`config.mk`:
```
export PLATFORM = sky130hd
export DESIGN_NAME = uart_tx_fifo
export DESIGN_NICKNAME = d
export VERILOG_FILES = /design/src/rtl/uart_tx_fifo.sv
export SDC_FILE = /design/constraint.sdc
export NUM_CORES = 1
export LEC_CHECK = 0
export CAP_MARGIN = 20
export CORE_UTILIZATION = 25
export CTS_CLUSTER_SIZE = 30
export DETAILED_ROUTE_END_ITERATION = 6
export HOLD_SLACK_MARGIN = 0.05
export SYNTH_ARGS = -nofsm -noshare
export SYNTH_HDL_FRONTEND = slang
export SYNTH_SLANG_ARGS = --single-unit
export TNS_END_PERCENT = 20
```
`constraint.sdc`:
```
create_clock -name clk -period 7.12 [get_ports clk]
set_input_delay 1.424 -clock clk [delete_from_list [all_inputs] [get_ports clk]]
set_output_delay 1.424 -clock clk [all_outputs]
set_load 0.01 [all_outputs]
```
`src/rtl/uart_tx_fifo.sv`:
```
// Buffered UART transmitter: valid/ready input into a FIFO, serialised onto tx
// as START + DATA_BITS (LSB first) + optional parity + STOP_BITS.
// Build option: define UART_TX_PARITY_EN to insert a parity bit after the data
// bits (even parity, or odd when PARITY_ODD=1).
//
// state    | meaning
// ---------+-----------------------------------------------------------
// S_IDLE   | line high, waiting for a FIFO word
// S_START  | start bit (low) for one bit time
// S_DATA   | data bits, LSB first, one bit time each
// S_PARITY | parity bit (only with UART_TX_PARITY_EN)
// S_STOP   | stop bit(s) high; pops the next word at the end without a gap
module uart_tx_fifo #(
  parameter int CLK_DIV    = 868,
  parameter int DATA_BITS  = 8,
  parameter int STOP_BITS  = 1,
  parameter int FIFO_DEPTH = 16,
  parameter int PARITY_ODD = 0
) (
  input  logic                          clk,
  input  logic                          reset,
  input  logic [DATA_BITS-1:0]          s_data,
  input  logic                          s_valid,
  output logic                          s_ready,
  output logic                          tx,
  output logic                          busy,
  output logic [$clog2(FIFO_DEPTH):0]   fifo_count
);

  localparam int AW = $clog2(FIFO_DEPTH);
  localparam int TW = (CLK_DIV > 1) ? $clog2(CLK_DIV) : 1;
  localparam logic [TW-1:0] T_LAST = TW'(CLK_DIV - 1);
  localparam logic [3:0]    D_LAST = 4'(DATA_BITS - 1);
  localparam logic [3:0]    S_LAST = 4'(STOP_BITS - 1);
  localparam logic [AW:0]   FULL_CNT = (AW + 1)'(FIFO_DEPTH);

`ifdef UART_TX_PARITY_EN
  typedef enum logic [2:0] {
    S_IDLE   = 3'd0,
    S_START  = 3'd1,
    S_DATA   = 3'd2,
    S_STOP   = 3'd3,
    S_PARITY = 3'd4
  } state_t;
`else
  typedef enum logic [2:0] {
    S_IDLE   = 3'd0,
    S_START  = 3'd1,
    S_DATA   = 3'd2,
    S_STOP   = 3'd3
  } state_t;
`endif

  logic [DATA_BITS-1:0] mem_q [FIFO_DEPTH];
  logic [AW:0]          wr_ptr_q, rd_ptr_q;
  logic [AW:0]          count;
  logic                 full, empty, push, pop;
  logic [DATA_BITS-1:0] head;

  state_t               state_q, state_d;
  logic [TW-1:0]        timer_q, timer_d;
  logic [3:0]           bit_cnt_q, bit_cnt_d;
  logic [DATA_BITS-1:0] shift_q, shift_d;
  logic                 tx_q, tx_d;
  logic                 tick;
`ifdef UART_TX_PARITY_EN
  logic                 parity_q, parity_d;
`endif

  // Pointers carry one extra MSB so a full FIFO differs from an empty one.
  assign count      = wr_ptr_q - rd_ptr_q;
  assign full       = (count == FULL_CNT);
  assign empty      = (wr_ptr_q == rd_ptr_q);
  assign push       = s_valid && !full;
  assign head       = mem_q[rd_ptr_q[AW-1:0]];
  assign s_ready    = !full;
  assign fifo_count = count;
  assign tick       = (timer_q == T_LAST);
  assign tx         = tx_q;
  assign busy       = (state_q != S_IDLE) || !empty;

  // FIFO storage write; contents need no reset since the pointers gate them.
  always_ff @(posedge clk) begin
    if (push) mem_q[wr_ptr_q[AW-1:0]] <= s_data;
  end

  // FIFO pointers; write and pop in the same cycle both advance.
  always_ff @(posedge clk) begin
    if (reset) begin
      wr_ptr_q <= '0;
      rd_ptr_q <= '0;
    end else begin
      if (push) wr_ptr_q <= wr_ptr_q + 1'b1;
      if (pop)  rd_ptr_q <= rd_ptr_q + 1'b1;
    end
  end

  // Serializer state register; tx is registered to keep the pin glitch-free.
  always_ff @(posedge clk) begin
    if (reset) begin
      state_q   <= S_IDLE;
      timer_q   <= '0;
      bit_cnt_q <= '0;
      shift_q   <= '0;
      tx_q      <= 1'b1;
`ifdef UART_TX_PARITY_EN
      parity_q  <= 1'b0;
`endif
    end else begin
      state_q   <= state_d;
      timer_q   <= timer_d;
      bit_cnt_q <= bit_cnt_d;
      shift_q   <= shift_d;
      tx_q      <= tx_d;
`ifdef UART_TX_PARITY_EN
      parity_q  <= parity_d;
`endif
    end
  end

  // Serializer next state, FIFO pop and line level.
  always_comb begin
    state_d   = state_q;
    timer_d   = timer_q;
    bit_cnt_d = bit_cnt_q;
    shift_d   = shift_q;
    pop       = 1'b0;
    tx_d      = 1'b1;
`ifdef UART_TX_PARITY_EN
    parity_d  = parity_q;
`endif

    if (state_q != S_IDLE) timer_d = tick ? '0 : timer_q + 1'b1;

    case (state_q)
      S_IDLE: begin
        timer_d = '0;
        if (!empty) begin
          pop       = 1'b1;
          shift_d   = head;
          bit_cnt_d = '0;
          state_d   = S_START;
`ifdef UART_TX_PARITY_EN
          parity_d  = (^head) ^ (PARITY_ODD != 0);
`endif
        end
      end
      S_START: begin
        tx_d = 1'b0;
        if (tick) begin
          bit_cnt_d = '0;
          state_d   = S_DATA;
        end
      end
      S_DATA: begin
        tx_d = shift_q[0];
        if (tick) begin
          shift_d = shift_q >> 1;
          if (bit_cnt_q == D_LAST) begin
            bit_cnt_d = '0;
`ifdef UART_TX_PARITY_EN
            state_d   = S_PARITY;
`else
            state_d   = S_STOP;
`endif
          end else begin
            bit_cnt_d = bit_cnt_q + 4'd1;
          end
        end
      end
`ifdef UART_TX_PARITY_EN
      S_PARITY: begin
        tx_d = parity_q;
        if (tick) state_d = S_STOP;
      end
`endif
      S_STOP: begin
        tx_d = 1'b1;
        if (tick) begin
          if (bit_cnt_q == S_LAST) begin
            bit_cnt_d = '0;
            if (!empty) begin
              // Back-to-back frame: the next start bit follows immediately.
              pop     = 1'b1;
              shift_d = head;
              state_d = S_START;
`ifdef UART_TX_PARITY_EN
              parity_d = (^head) ^ (PARITY_ODD != 0);
`endif
            end else begin
              state_d = S_IDLE;
            end
          end else begin
            bit_cnt_d = bit_cnt_q + 4'd1;
          end
        end
      end
      default: state_d = S_IDLE;
    endcase
  end

endmodule

```
### Yosys cells after proc, flatten, opt, wreduce, memory -nomap -nowiden

Memory sizes are Yosys's and may differ from the RTL's. A register that Yosys moved wholly into a read port is not among the register bits.
Cells that the tools add are included.

| storage, ports and cells | value |
|---|---|
| bits in registers | 36 |
| bits in writable memories | 128 |
| bits of input ports | 11 |
| output and inout port bits | 8 |
| logic and storage cells | 69 |
| memories kept | 1 |

Memory list:

| name | words | bits a word | read ports | clocked after Yosys merged registers in | write ports | RTL line | source |
|---|---|---|---|---|---|---|---|
| mem_q | 16 | 8 | 1 | 1 | 1 | 54 | `logic [DATA_BITS-1:0] mem_q [FIFO_DEPTH];` |

| operators by class | value |
|---|---|
| add/sub/neg operators | 5 |
| equal/unequal tests | 13 |
| mux-type cells | 30 |
| reduce and logical (&&, ||, !) cells | 13 |

Operators with widths:

| kind | count |
|---|---|
| two-way mux 4 bit | 8 |
| two-way mux 8 bit | 4 |
| case mux 8 bit (3 select lines) | 1 |
| two-way mux 3 bit | 6 |
| case mux 4 bit (4 select lines) | 1 |
| inequality test 2 bit (second input constant) | 6 |
| case mux 3 bit (4 select lines) | 1 |
| adder 10 x 1 -> 10 bit (second input constant) | 1 |
| adder 5 x 1 -> 5 bit (second input constant) | 2 |
| == test 10 bit (second input constant) | 1 |
| two-way mux 10 bit | 1 |
| == test 3 x 2 -> 1 bit (second input constant) | 2 |
| two-way mux 1 bit | 6 |
| AND reduction 6 bit | 1 |
| nonzero test 3 bit | 2 |
| == test 5 bit | 1 |
| == test 5 bit (second input constant) | 1 |
| AND reduction 5 bit | 1 |
| subtractor 5 bit | 1 |
| adder 4 x 1 -> 4 bit (second input constant) | 1 |
| == test 4 x 3 -> 1 bit (second input constant) | 1 |
| logical NOT 4 bit | 1 |
| case mux 1 bit (2 select lines) | 2 |
| AND reduction 4 bit | 1 |
| other kinds (7) | 8 |

### Longest topological paths before layout

Gate-level depths: netlist (run 1).

| logic depth | value |
|---|---|
| depth in word-level cells | 7 |
| gate-level depth with buffers | 10 |
| mapped depth without buffers | 9 |

### Worst setup path after synthesis (run 1)

No wires, ideal clock.

| path | value |
|---|---|
| path type | register -> output |
| start point | reg wr_ptr_q[0] |
| end point | out s_ready |
| data arrival time | 2.211 ns |
| required time | 5.696 ns |
| path slack | 3.485 ns |
| stages on the path, launching flop included | 8 |
| buffers on the path | 0 |
| cell sequence | dfxtp_1 -> inv_1 -> ha_1 -> inv_1 -> fa_1 -> or3_1 -> a2111oi_2 -> inv_1 |

| on the way | value |
|---|---|
| cells in the longest elaborated chain, start to end | 3 |

Ends and longest elaborated chain:

| element | RTL line | source |
|---|---|---|
| from (decl) | 55 | `logic [AW:0] wr_ptr_q, rd_ptr_q;` |
| from (signal assigned) | 93 | `if (push) wr_ptr_q <= wr_ptr_q + 1'b1;` |
| subtractor 5 bit | 71 | `assign count = wr_ptr_q - rd_ptr_q;` |
| named net fifo_count[1] | 27 | `output logic [$clog2(FIFO_DEPTH):0] fifo_count` |
| == test 5 bit | 72 | `assign full = (count == FULL_CNT);` |
| logical NOT 1 bit | 76 | `assign s_ready = !full;` |
| to (decl) | 24 | `output logic s_ready,` |

The timed path passes the listed nets, and every way through them passes these cells.

### Worst setup path in the final report (run 1)

| path | value |
|---|---|
| start point | reg wr_ptr_q[0] |
| end point | out s_ready |

| on the way | value |
|---|---|
| cells in the longest elaborated chain, start to end | 3 |

Ends and longest elaborated chain:

| element | RTL line |
|---|---|
| subtractor 5 bit | 71 |
| == test 5 bit | 72 |
| logical NOT 1 bit | 76 |

No other way between the ends.

==> results of run 1 <==
-- area by class of cell --
cell class | instances | share of cell area, %
inverters | 17 | 0.774
multi-input cells | 249 | 27.2
clock buffers | 17 | 5.16
well taps | 372 | 5.65
clock inverters | 15 | 2.40
repair buffers | 24 | 2.73
flip-flops and latches | 167 | 56.1
-- power groups by stage --
stage / clock, mW / combinational (mW) / sequential [mW]
floorplan: 0 / 0.449 / 1.15
global placement: 0 / 0.581 / 1.17
detailed placement: 0 / 0.601 / 1.17
CTS: 0.938 / 0.604 / 1.15
global route: 0.980 / 0.660 / 1.16
finish: 0.920 / 0.597 / 1.15
-- metal layers --
layer | GRT usage, % | up-vias | routed length, µm
met5 | 0 | - | 0
met4 | 3.76 | 0 | 136
met2 | 17.0 | 55 | 6900
met1 | 13.1 | 1975 | 6220
li1 | - | 1801 | -
met3 | 2.45 | 8 | 448
-- layout by cell type, fill, tap and decap left out, drive strengths merged, types with 12 or more instances in the layout --
cell / instances
clkbuf: 17
clkdlybuf4s50: 18
nor2: 38
dfxtp: 39
edfxtp: 128
and3: 14
inv: 22
nand2: 12
nor2b: 15
mux4: 33
ha: 16
-- state kept, by name (all words and copies together), names as in the netlist, named ones only --
register   cells
shift_q        8
state_q        2
tx             1
timer_q       10
rd_ptr_q       5
wr_ptr_q       5
mem_q        128
bit_cnt_q      4
-- worst max path at each step --
stage                 from       to  slack [ns]  cells after the start
2_1_floorplan  wr_ptr_q[0]  s_ready        3.48                      7
3_3_place_gp   wr_ptr_q[0]  s_ready        3.01                      9
3_5_place_dp   wr_ptr_q[0]  s_ready        2.91                      9
4_1_cts        wr_ptr_q[0]  s_ready        2.45                      9
5_1_grt        wr_ptr_q[0]  s_ready        2.27                      9
6_report       wr_ptr_q[0]  s_ready        2.46                      9
-- cell families (layout without fill, tap and decap cells) --
kind of cell | Yosys count | in the layout | share of synthesized area (%)
multiplexers | 48 | 48 | 12.8
XOR/XNOR | 13 | 13 | 1.62
adder cells (fa/ha/maj) | 17 | 17 | 3.14
flip-flops | 167 | 167 | 65.9
AO/OA/AOI/OAI | 47 | 47 | 4.92
AND/OR/NAND/NOR | 124 | 124 | 9.45
buffers and inverters | 37 | 73 | 2.17
-- critical path: stages, from the launching register on --
cell             delay, ns
dfxtp_1               0.35
inv_1                 0.15
ha_1                  0.19
inv_1                 0.06
fa_1                  0.41
xor2_1                0.19
or3_1                 0.33
a2111oi_2             0.56
inv_1                 0.07
clkdlybuf4s50_1       0.49
==> flow_summary.toml, run 1 <==
[cts]
cts_inserted_buffers = 17
cts_setup_buffers = 0
clkLatencyLatePin_ns = 0.43
cts.htree.levels = 4
root_buffer = "clkbuf_16"
clock_sinks = 167
clkTransAtPathRegs_ns = 0.07
cts_hold_buf = 0
cts_resized = 0
clock_path_buffers = 2
cts_tree = "built"

[outcome]
status = "complete, no violations"

[yosys]
yosysSeqAreaShare_pct = 65.9
ys.flop_type = "edfxtp_1"
synth-seq-cells = 167
synth_nets = 481
synth_common_cells = "128 x edfxtp_1, 39 x dfxtp_1, 38 x nor2_1, 33 x mux4_2, 17 x inv_1"
synth-edff-count = 128
synth_area_leader_cell = "edfxtp_1"
synth_cells = 453
synthTopCellsByArea = "edfxtp_1 55%, dfxtp_1 11%, mux4_2 11%"
ys_types = 45
synth_area_mm2 = 0.00702
ys.warnings.count = 0
synth.most_common_cell = "edfxtp_1"
synth_top_area_share_pct = 54.8
async_flop_share_pct = 0
synth_area_per_cell_um2 = 15.5

[power_and_ir_drop]
p_leak_nw = 2.66
swShare_pct = 29.9
clkPwrFrac_pct = 34.5
total_power_mw = 2.66
ir_drop_v = 0.000112
comb_power_share_pct = 22.4
p_int_mw = 1.87
total_switching_power_mw = 0.796
powerDensity_mw_per_mm2 = 323
seq_power_share_pct = 43.1

[die]
rows = 60
die_height_um = 170
ios = 19
initial_utilization_pct = 25.8
core_mm2 = 0.0273
die_area_mm2 = 0.0287
die_w_um = 170

[setup_path]
r2r-start = "wr_ptr_q[0]"
rr_worst_depth = 9
cp.arrival_ns = 3.23
r2r_end = "mem_q[14][2]"
path_max_fanout = 6
worstSetupPathType = "reg -> out"
r2r_slack_ns = 3.77
required_ns = 5.70
critPathCaptureType = "output port"
critPathLaunchType = "flop"

[timing]
tightest_slew_ns = 1.03
min_period_ns = 4.66
fmax_ghz = 0.215
hold_viol = 0
fin_ws_ns = 2.46
drv_slew = 0
slew_headroom_pct = 30.9
finalSetupTns_ns = 0
grt_setup_unrepaired = "no"
whs_ns = 0.446
setup_viol = 0
clock-skew-final_ns = 0.0147
finalCritPeriodShare_pct = 65.4

[placed_design]
pre_cts_slack_ns = 2.91
place.gp.congestion = 0.744
dp_hpwl_mm = 8.98
placedCellCount = 829
port_buffers = 18
dpl_cell_area_mm2 = 0.00762

[grt]
grt_pass1_vias = 3964
grt_pass1_wl_mm = 22.0
grt_overflow_total = 0
grt_max_degree = 35
grt_util_all_layers_pct = 10.3
antenna_found_initial = 0

[run]
drv_cap = 0

[detailed_routing]
avgRoutedWirePerCell_um = 15.9
routed_wl_mm = 13.7
drc = 0
drt-initial-drc-count = 294
drt-pass1-iter-count = 4
drtAntennaViolNets = 0
viasPerCell = 4.46
vias = 3839

[final_layout]
fin_nets = 504
stdcell_area_mm2 = 0.00824
final_cell_count_no_fill = 861
syn_to_final_growth_pct = 17.5
antenna_cells = 0
multi_input_area_mm2 = 0.00224
utilization_pct = 30.3
fillCellCount = 2640
ff_latch_area_mm2 = 0.00463
drive_gt1_share_pct = 16.8

[hold_path]
hp-start = "timer_q[0]"
min_path_type = "reg -> reg"
min_to = "timer_q[0]"
whs_path_depth = 1
Power figures use the tool's default switching activity.
==> run 2, diff against run 1 <==
==> constraint.sdc (replaced) <==
create_clock -name clk -period 4.9 [get_ports clk]
set_input_delay 0.98 -clock clk [delete_from_list [all_inputs] [get_ports clk]]
set_output_delay 0.98 -clock clk [all_outputs]
set_load 0.01 [all_outputs]
==> run 2 against run 1 <==
Net effect:
- count of clock-buffer cells in the layout unchanged
- via count up 0.18%
- critical path depth unchanged
- sequential power up 45%
- critical path type unchanged
- cell area up 0.38%
- flip-flop and latch count unchanged
- highest routed layer unchanged
- final cell count down 0.12%
- total power up 48%
==> flow_summary.toml, run 2 (synthesis results as in run 1) <==
[outcome]
status = "complete, no violations"

[power_and_ir_drop]
seq_power_share_pct = 42.5
total_switching_power_mw = 1.17
p_leak_nw = 2.68
clkPwrFrac_pct = 35.6
ir_drop_v = 0.000220
powerDensity_mw_per_mm2 = 476
swShare_pct = 29.7
comb_power_share_pct = 21.9
p_int_mw = 2.77

[setup_path]
rr_worst_depth = 9
cp.arrival_ns = 3.23
critPathCaptureType = "output port"
r2r-start = "wr_ptr_q[0]"
critPathLaunchType = "flop"
path_max_fanout = 6
worstSetupPathType = "reg -> out"
r2r_slack_ns = 1.56
r2r_end = "mem_q[13][4]"
required_ns = 3.92

[cts]
cts_inserted_buffers = 17
clock_sinks = 167
cts.htree.levels = 4
cts_setup_buffers = 0
cts_resized = 0
root_buffer = "clkbuf_16"
cts_hold_buf = 0
clkTransAtPathRegs_ns = 0.07
clkLatencyLatePin_ns = 0.44
cts_tree = "built"
clock_path_buffers = 2

[final_layout]
final_cell_count_no_fill = 860
final_cell_mix = "128 x edfxtp_1, 38 x nor2_1, 38 x dfxtp_1, 33 x mux4_2, 18 x clkdlybuf4s50_1"
largest_register_ffs = 128
drive_gt1_share_pct = 16.8
syn_to_final_growth_pct = 17.9
fin_nets = 503
layout_commonest_cell = "edfxtp_1"
antenna_cells = 0

[die]
ios = 19
rows = 60
initial_utilization_pct = 25.8
core_mm2 = 0.0273
die_height_um = 170
die_w_um = 170
die_area_mm2 = 0.0287

[detailed_routing]
viasPerCell = 4.47
vias = 3846
avgRoutedWirePerCell_um = 15.8
drtAntennaViolNets = 0
drc = 0
routed_wl_mm = 13.6
drt-initial-drc-count = 421
drt-pass1-iter-count = 4

[timing]
setup_viol = 0
fmax_ghz = 0.238
drv_slew = 0
clock-skew-final_ns = 0.0136
tightest_slew_ns = 1.04
grt_setup_unrepaired = "no"
min_period_ns = 4.21
slew_headroom_pct = 30.8
fin_ws_ns = 0.694
hold_viol = 0
finalSetupTns_ns = 0
finalCritPeriodShare_pct = 85.8

[hold_path]
whs_path_depth = 1
min_to = "timer_q[0]"
min_path_type = "reg -> reg"
hp-start = "timer_q[0]"

[grt]
grt_util_all_layers_pct = 9.99
antenna_found_initial = 0
grt_pass1_wl_mm = 21.5
grt_pass1_vias = 3936
grt_max_degree = 35
grt_overflow_total = 0

[placed_design]
port_buffers = 18
place.gp.congestion = 0.789
dp_hpwl_mm = 8.94
placedCellCount = 828
pre_cts_slack_ns = 1.13

[run]
drv_cap = 0
[run 2: cell count changes in the layout (fill, tap and decap cells not counted), sizes merged]
cell	delta
buf	-1
bufinv	+1
clkinvlp	-1
[run 2: worst max-delay path by stage]
| stage | from | endpoint | slack, ns | depth (start not counted) |
|---|---|---|---|---|
| final | wr_ptr_q[0] | s_ready | 0.69 | 9 |
| after global routing | wr_ptr_q[0] | s_ready | 0.47 | 9 |
| after CTS | wr_ptr_q[0] | s_ready | 0.66 | 9 |
| after detailed placement | wr_ptr_q[0] | s_ready | 1.13 | 9 |
| after global placement | wr_ptr_q[0] | s_ready | 1.24 | 9 |
| after floorplan | wr_ptr_q[0] | s_ready | 1.71 | 7 |
[run 2: per-layer routing]
layer  part of all wire (%)  GRT usage [%]  vias to the layer above
met2                     49           16.7                       90
met1                     44           12.2                     1946
li1                       -              -                     1793
met4                    1.9           4.23                        0
met5                      0              0                        -
met3                    4.8           2.64                       17
[run 2: worst max-delay path, stage by stage (launching register included)]
cell and delay [ns]:
dfxtp_1 0.35, inv_1 0.14, ha_1 0.18, inv_1 0.05
fa_1 0.40, xor2_1 0.19, or3_1 0.33, a2111oi_2 0.58
inv_1 0.08, clkdlybuf4s50_1 0.49
[run 2: power groups by stage]
stage / clock (mW) / combinational, mW / sequential [mW]
2_1_floorplan: 0 / 0.653 / 1.67
3_3_place_gp: 0 / 0.845 / 1.70
3_5_place_dp: 0 / 0.867 / 1.71
4_1_cts: 1.43 / 0.870 / 1.68
5_1_grt: 1.49 / 0.958 / 1.68
6_report: 1.40 / 0.863 / 1.67
[run 2: final cells by class]
class,instances,area [µm²]
tap,372,465
multi-input combinational,249,2250
timing repair buffer,23,221
clock inverter,15,228
clock buffer,17,425
sequential,167,4630
inverter,17,63.8
fill,2649,19000
[run 2: per-stage QoR]
step / hold WS, ns / util, % / area (µm²) / power [mW]
final: 0.452 / 30.4 / 8280 / 3.94
after global routing: 0.465 / 30.4 / 8280 / 4.13
after CTS: 0.454 / 30.4 / 8280 / 3.98
after detailed placement: 0.440 / 28.0 / 7620 / 2.58
after global placement: 0.432 / 27.9 / 7610 / 2.54
after floorplan: 0.418 / - / 7020 / 2.32
==> run 3, diff against run 2 <==
--- a/config.mk
+++ b/config.mk
@@ -6,10 +6,11 @@
 export NUM_CORES = 1
 export LEC_CHECK = 0
 export CAP_MARGIN = 20
-export CORE_UTILIZATION = 25
+export CORE_UTILIZATION = 50
 export CTS_CLUSTER_SIZE = 30
 export DETAILED_ROUTE_END_ITERATION = 6
 export HOLD_SLACK_MARGIN = 0.05
+export PLACE_DENSITY = 0.67
 export SYNTH_ARGS = -nofsm -noshare
 export SYNTH_HDL_FRONTEND = slang
 export SYNTH_SLANG_ARGS = --single-unit
==> run 3 against run 2 <==
Net effect:
- register-to-register slack better by 0.03 ns
- first-iteration DRC count is 45% lower
- final cell count is 23% lower
- via count fell by 0.16%
- utilization is 29 points higher
- total power fell by 3.2%
- flip-flop and latch count unchanged
- die area is 50% lower
- sequential share of layout area is 2.3 points higher
- routed wire length down 3.0%
- critical endpoint unchanged
- sequential power hardly changed
- largest cell class unchanged
==> flow_summary.toml, run 3 (synthesis results as in run 1) <==
[outcome]
status = "complete, no violations"

[timing]
fmax_ghz = 0.237
clock-skew-final_ns = 0.00813
slew_headroom_pct = 35.5
fin_ws_ns = 0.672
hold_viol = 0
tightest_slew_ns = 0.966
setup_viol = 0
finalSetupTns_ns = 0
min_period_ns = 4.23
drv_slew = 0
finalCritPeriodShare_pct = 86.3
grt_setup_unrepaired = "no"

[die]
rows = 42
core_mm2 = 0.0135
die_area_mm2 = 0.0145
initial_utilization_pct = 52.2
ios = 19
die_w_um = 120
die_height_um = 120

[setup_path]
r2r_slack_ns = 1.59
cp_cell_sequence = "inv_1 > ha_1 > inv_1 > fa_1 > xor2_1 > or3_1 > a2111oi_2 > inv_1 > clkdlybuf4s50_1"
cp.arrival_ns = 3.25
cpMaxStageDelayCell = "a2111oi_2"
path_max_fanout = 6
critPathLaunchType = "flop"
max_stage_delay_ns = 0.56
r2r_end = "mem_q[13][6]"
critPathCaptureType = "output port"
worstSetupPathType = "reg -> out"
rr_worst_depth = 9
critPathMostFrequentCell = "inv_1"
required_ns = 3.92
r2r-start = "wr_ptr_q[0]"

[final_layout]
largest_register_ffs = 128
antenna_cells = 0
drive_gt1_share_pct = 16.6
ff_latch_area_mm2 = 0.00463
final_cell_mix = "128 x edfxtp_1, 38 x nor2_1, 37 x dfxtp_1, 33 x mux4_2, 18 x clkdlybuf4s50_1"
fillCellCount = 1053
multi_input_area_mm2 = 0.00225
final_cell_count_no_fill = 663
layout_commonest_cell = "edfxtp_1"
syn_to_final_growth_pct = 13.2
fin_nets = 502
utilization_pct = 59.1

[grt]
antenna_found_initial = 0
grt_util_all_layers_pct = 20.0
grt_pass1_wl_mm = 20.8
grt_overflow_total = 0
grt_pass1_vias = 3832
grt_max_degree = 35

[hold_path]
min_path_type = "reg -> reg"
whs_path_depth = 1
hp-start = "timer_q[0]"
min_to = "timer_q[0]"

[cts]
cts.htree.levels = 4
clock_sinks = 167
root_buffer = "clkbuf_16"
clkLatencyLatePin_ns = 0.43
cts_resized = 0
cts_inserted_buffers = 17
cts_hold_buf = 0
clock_path_buffers = 2
clkTransAtPathRegs_ns = 0.06
cts_tree = "built"
cts_setup_buffers = 0

[placed_design]
dp_hpwl_mm = 8.42
place.gp.congestion = 0.807
placedCellCount = 631
pre_cts_slack_ns = 1.12
port_buffers = 18

[detailed_routing]
vias = 3840
drc = 0
avgRoutedWirePerCell_um = 19.8
viasPerCell = 5.79
drt-initial-drc-count = 231
drtAntennaViolNets = 0
routed_wl_mm = 13.2
drt-pass1-iter-count = 5

[run]
drv_cap = 0

[power_and_ir_drop]
ir_drop_v = 0.000333
powerDensity_mw_per_mm2 = 480
p_leak_nw = 2.64
total_power_mw = 3.82
[run 3: critical path: cells and delay by family (launching register included)]
| family | cells | cell delay [ns] |
|---|---|---|
| compound gates | 1 | 0.56 |
| xor+xnor | 1 | 0.20 |
| fa+ha+maj | 2 | 0.59 |
| buf+inv | 4 | 0.79 |
| flops | 1 | 0.35 |
| simple gates | 1 | 0.33 |
[run 3: report_power, final]
part           internal [mW]  switching (mW)  total (mW)  leakage, nW
registers               1.61          0.0899        1.70         1.47
logic                  0.409           0.422       0.831        0.889
clock network          0.735           0.550        1.28        0.277
total                   2.75            1.06        3.82         2.64
[run 3: per-layer routing]
layer / vias to the layer above / part of all wire [%] / global-route usage (%)
li1: 1798 / - / -
met1: 1948 / 44 / 26.2
met2: 75 / 50 / 32.3
met3: 19 / 4.6 / 5.94
met4: 0 / 1.4 / 6.25
met5: - / 0 / 0
[run 3: per-stage QoR]
step                      hold WS [ns]  instance area (µm²)
final                            0.449                 7950
after global routing             0.467                 7950
after CTS                        0.452                 7950
after detailed placement         0.437                 7380
after global placement           0.426                 7360
after floorplan                  0.418                 7020
[run 3: worst max path at each step]
stage,from,endpoint,slack (ns),depth (start not counted)
detailed placement,wr_ptr_q[0],s_ready,1.12,8
finish,wr_ptr_q[0],s_ready,0.67,9
global placement,wr_ptr_q[0],s_ready,1.24,8
CTS,wr_ptr_q[0],s_ready,0.66,9
global route,wr_ptr_q[0],s_ready,0.39,8
floorplan,wr_ptr_q[0],s_ready,1.71,7
[run 3: area by class of cell]
cell class | count | share of cell area [%]
inverter | 17 | 0.803
multi-input combinational | 249 | 28.3
sequential | 167 | 58.2
tap | 176 | 2.77
clock inverter | 11 | 1.39
clock buffer | 21 | 5.79
timing repair buffer | 22 | 2.69
==> RTL change 1, RTL diff (settings of run 3) <==
Make the reset (`reset`) asynchronous in 2 clocked blocks.
--- a/src/rtl/uart_tx_fifo.sv
+++ b/src/rtl/uart_tx_fifo.sv
@@ -86,5 +86,5 @@
 
   // FIFO pointers; write and pop in the same cycle both advance.
-  always_ff @(posedge clk) begin
+  always_ff @(posedge clk or posedge reset) begin
     if (reset) begin
       wr_ptr_q <= '0;
@@ -97,5 +97,5 @@
 
   // Serializer state register; tx is registered to keep the pin glitch-free.
-  always_ff @(posedge clk) begin
+  always_ff @(posedge clk or posedge reset) begin
     if (reset) begin
       state_q   <= S_IDLE;
Function: differs if reset is asserted again (counterexample within 4 cycles, from zero or initial values and one cycle with reset high); with reset held inactive, the same outputs for 10 cycles.
==> RTL change 1 against run 3 <==
Cell count is 1.7% lower. Worst setup slack improved by 0.0092 ns. Sequential cell count is 4 lower. Largest cell class unchanged. Global-route usage is 0.23 points higher. Sequential share of layout area up 1.5 points. Maximum frequency up 0.22%. Synthesized area is 0.39% lower. Final area down 0.50%. Critical endpoint unchanged. Wire length fell by 0.71%.
Power is not compared: it rests on default switching activity, and its combinational part moved more than twofold at a synthesized area within 25%.
==> RTL change 1: results (changes against run 3) <==
INFO  placement      placedInstanceArea=7337squm [-0.53%]
INFO  grt            grt_pass1_vias=3,792 [-1.0%]
INFO  final_layout   final_cells=652 [-1.7%]
INFO  yosys          yosys-mux-area-fraction=10.90% [-1.9 points]
INFO  setup_path     regToRegEndpoint=mem_q[13][2]
INFO  final_layout   ff_latch_area=4722squm [+2.1%]
INFO  route          num_vias=3,701 [-3.6%]
INFO  route          drt_wl_total=13.06mm [-0.71%]
INFO  setup_path     crit-reg2reg-launch=rd_ptr_q[1]
INFO  yosys          fraction_of_the_yosys_area_taken_by_sequential_cells=67.53% [+1.6 points]
INFO  yosys          yosys.area_share.adder=3.150% [+0.012 points]
INFO  timing         slew_headroom=39.60% [+4.1 points]
INFO  final_layout   multi_input_area_share=26.21% [-2.1 points]
INFO  route          first_iter_violations=291 [+26%]
INFO  final_layout   fin_nets=491 [-2.2%]
INFO  grt            grt_start_max_net_pins=43 [+23%]
INFO  yosys          distinct_cell_type_count_of_the_synthesized_netlist=53 [+18%]
INFO  worst_hold_path whs_endpoint=timer_q[0]
INFO  timing         setup_slack=0.6817ns [+0.009249 ns]
INFO  setup_path     timing.critical_path.arrival=3.24ns [about the same]
INFO  setup_path     r2r_cells=7 [-2]
INFO  yosys          synthesis.nets=462 [-4.0%]
INFO  yosys          synth_async_sr_flop_share=21.47% [+21 points]
INFO  grt            track_usage=20.22% [+0.23 points]
INFO  timing         fin_worst_skew=0.009557ns [+0.001423 ns]
INFO  final_layout   final-clk-cell-share=7.201% [+0.021 points]
INFO  setup_path     reg2reg_slack=1.54ns [-0.05 ns]
INFO  yosys          ys_seq_elements=163 [-2.4%]
INFO  final_layout   synthToLayoutAreaGrowth=13.10%
INFO  yosys          synth.cells.most_frequent=edfxtp_1 (128), dfrtp_1 (34), nor2_1 (31)
INFO  yosys          syn-mean-instance-area=16.11squm [+4.0%]
INFO  final_layout   nonClockBufferCount=25 [+14%]
INFO  yosys          fraction_of_the_mapped_netlist_area_in_compound_gates=5.942% [+1.0 points]
INFO  status         run_status=finished clean
INFO  placement      dp_worst_setup_slack=1.133ns [+0.01067 ns]
INFO  final_layout   share_of_cells_above_drive_strength_1=19.12% [+2.5 points]
[RTL change 1: worst max-delay path: stages, from the launching register on]
cell and delay (ns):
dfrtp_1 0.73, inv_1 0.27, fa_1 0.49, xor2_1 0.18
nor3_1 0.34, o2111ai_4 0.25, clkdlybuf4s50_1 0.54
[RTL change 1: routing by layer]
| metal | vias to the layer above | GRT usage, % | wire length (microns) |
|---|---|---|---|
| met5 | - | 0 | 0 |
| met4 | 0 | 7.716 | 216 |
| met3 | 20 | 5.896 | 749 |
| met2 | 96 | 31.50 | 6333 |
| met1 | 1861 | 27.07 | 5764 |
| li1 | 1724 | - | - |
[RTL change 1: logic make-up after synthesis]
kind of cell / count (synthesis)
flops: 163
simple gates: 103
compound gates: 52
mux: 42
buf+inv: 39
xor+xnor: 18
fa+ha+maj: 17
==> RTL change 2, RTL diff (settings of run 3) <==
Without the edit above. The parameter `DATA_BITS` goes from 8 to 12.
--- a/src/rtl/uart_tx_fifo.sv
+++ b/src/rtl/uart_tx_fifo.sv
@@ -13,5 +13,5 @@
 module uart_tx_fifo #(
   parameter int CLK_DIV    = 868,
-  parameter int DATA_BITS  = 8,
+  parameter int DATA_BITS  = 12,
   parameter int STOP_BITS  = 1,
   parameter int FIFO_DEPTH = 16,
Ports: changed (resized s_data); port bits go from 19 to 23. The function was not compared with the original's and may differ.
==> RTL change 2 against run 3 <==
Wire length rose by 40%. Worst setup slack better by 0.30 ns. Sequential cell count grew 68. Global-route usage shrank 0.23 points. Total power up 33%. Final area increased by 37%. Clock power up 45%. Synthesized area is 37% higher.
==> RTL change 2: results (changes against run 3) <==
INFO  route          num_vias=4,991 [+30%]
INFO  placement      dpl.cell_count=806 [+28%]
INFO  pwr            vdd_ir_drop_max=0.3946mV [+18%]
INFO  timing         worst_slew_pin_slew=0.9663ns [+0.0002477 ns]
INFO  yosys          yosys.area_share.adder=2.286% [-0.85 points]
INFO  yosys          distinct_cell_type_count_of_the_synthesized_netlist=49 [+8.9%]
INFO  yosys          synth.top_cells.by_area=edfxtp_1 (60%), mux4_2 (9.1%), dfxtp_1 (8.9%)
INFO  worst_hold_path whs_endpoint=shift_q[8]
INFO  yosys          synth_async_sr_flop_share=0% [unchanged]
INFO  route          drt_pass1_iterations=4 [-1]
INFO  clock_network  postCtsSetupBuffers=0 [unchanged]
INFO  final_layout   fill_cells=1,472 [+40%]
INFO  placement      place_congestion=0.8316 [+3.0%]
INFO  clock_network  clkTransAtPathRegs=0.06ns [about the same]
INFO  placement      io_buffer_count=22 [+4]
INFO  clock_network  htreeDepth=1 [-3]
INFO  yosys          synth.cells.most_frequent=edfxtp_1 (192), dfxtp_1 (43), mux4_2 (39)
INFO  placement      hpwl=11.90mm [+41%]
INFO  yosys          fraction_of_the_yosys_area_taken_by_sequential_cells=68.78% [+2.9 points]
INFO  grt            first_pass_grt_wire_length=29.58mm [+42%]
INFO  final_layout   num_antenna_cells=0 [unchanged]
INFO  yosys          yosys-mux-area-fraction=12.81% [about the same]
INFO  route          first_iter_violations=486 [+110%]
INFO  setup_path     r2r_cells=10 [+1]
INFO  timing         fin_worst_skew=0.01150ns [+0.003367 ns]
INFO  route          routed_wire_length_per_instance=21.65microns [+9.1%]
INFO  yosys          synth-edff-count=192 [+50%]
INFO  clock_network  worstSkewPairLatency=0.51ns [+0.08 ns]
INFO  grt            grt_pass1_vias=5,189 [+35%]
INFO  yosys          synthesis.nets=603 [+25%]
INFO  pwr            p_switching=1.295mW [+22%]
INFO  status         run_status=finished clean
INFO  grt            grt_start_max_net_pins=30 [-14%]
INFO  grt            track_usage=19.77% [-0.23 points]
INFO  worst_hold_path hold_start=shift_q[8]
INFO  route          drt_wl_total=18.42mm [+40%]
INFO  setup_path     crit-reg2reg-launch=wr_ptr_q[0]
INFO  grt            grt_antenna_before_repair=0 [unchanged]
INFO  yosys          synth_cells=571 [+26%]
INFO  final_layout   fin_nets=631 [+26%]
INFO  clock_network  cts-root-to-sink-buffers=3 [+1]
INFO  setup_path     worst-path-max-fanout=10 [+4]
INFO  yosys          yosys.area_share.xor_xnor=1.364% [-0.26 points]
INFO  final_layout   largest_reg_flops=192 [+50%]
INFO  die            starting_utilization_of_the_core_area=51.33% [-0.83 points]
INFO  pwr            power_leakage=3.472nW [+31%]
INFO  yosys          fraction_of_the_mapped_netlist_area_in_compound_gates=5.208% [+0.29 points]
INFO  final_layout   share_of_cells_above_drive_strength_1=16.05% [-0.59 points]
INFO  clock_network  cts_buf_count=24 [+7]
INFO  setup_path     timing.critical_path.arrival=2.94ns [-0.31 ns]
INFO  setup_path     regToRegEndpoint=mem_q[6][9]
## RTL change 2: logic make-up (layout without fill, tap and decap cells)
| group | after synthesis | count (layout) |
|---|---|---|
| AO/OA/AOI/OAI | 68 | 68 |
| XOR/XNOR | 15 | 15 |
| buffers and inverters | 42 | 88 |
| AND/OR/NAND/NOR | 130 | 130 |
| multiplexers | 64 | 64 |
| flip-flops | 235 | 235 |
| adder cells (fa/ha/maj) | 17 | 17 |
## RTL change 2: cell type report
class                   instances  share of cell area (%)
clock inverters                10                   1.105
flip-flops and latches        235                   60.99
well taps                     234                   2.693
repair buffers                 30                   2.612
clock buffers                  34                   6.341
multi-input cells             294                   25.78
inverters                      14                  0.4834
## RTL change 2: worst max path at each step
stage	depth (start not counted)	end	startpoint	slack, ns
floorplan	10	mem_q[11][0]	wr_ptr_q[0]	1.59
global placement	9	s_ready	wr_ptr_q[0]	1.59
detailed placement	9	s_ready	wr_ptr_q[0]	1.52
CTS	9	s_ready	wr_ptr_q[0]	0.96
global route	9	s_ready	wr_ptr_q[0]	0.81
finish	9	s_ready	wr_ptr_q[0]	0.98
## RTL change 2: power by group through the flow
stage               combinational (mW)  sequential, mW  clock [mW]
floorplan                        0.690            2.33           0
global placement                 0.887            2.37           0
detailed placement               0.907            2.38           0
CTS                              0.915            2.34        1.87
global route                     0.998            2.35        1.95
finish                           0.905            2.34        1.85
## RTL change 2: stage by stage
stage	setup WS (ns)	hold slack [ns]	total power, mW	instance area [sq um]
finish	0.9757	0.4697	5.087	10870
detailed placement	1.523	0.4483	3.286	10050
global route	0.8120	0.4949	5.297	10870
global placement	1.595	0.4341	3.259	10050
floorplan	1.591	0.4176	3.018	9634
CTS	0.9595	0.4696	5.127	10860
## RTL change 2: per-layer routing
metal,part of all wire [%],track usage (%),up-vias
met1,43,27.21,2524
met4,1.4,4.462,0
met2,51,33.57,122
li1,-,-,2321
met3,5.2,2.921,24
met5,0,0,-
## RTL change 2: critical path, stage by stage (launching register included)
cell             delay, ns
dfxtp_1               0.33
inv_1                 0.17
ha_1                  0.20
inv_1                 0.06
fa_1                  0.40
a21o_1                0.17
a21oi_1               0.17
xnor2_1               0.18
o211ai_2              0.23
clkdlybuf4s50_1       0.54
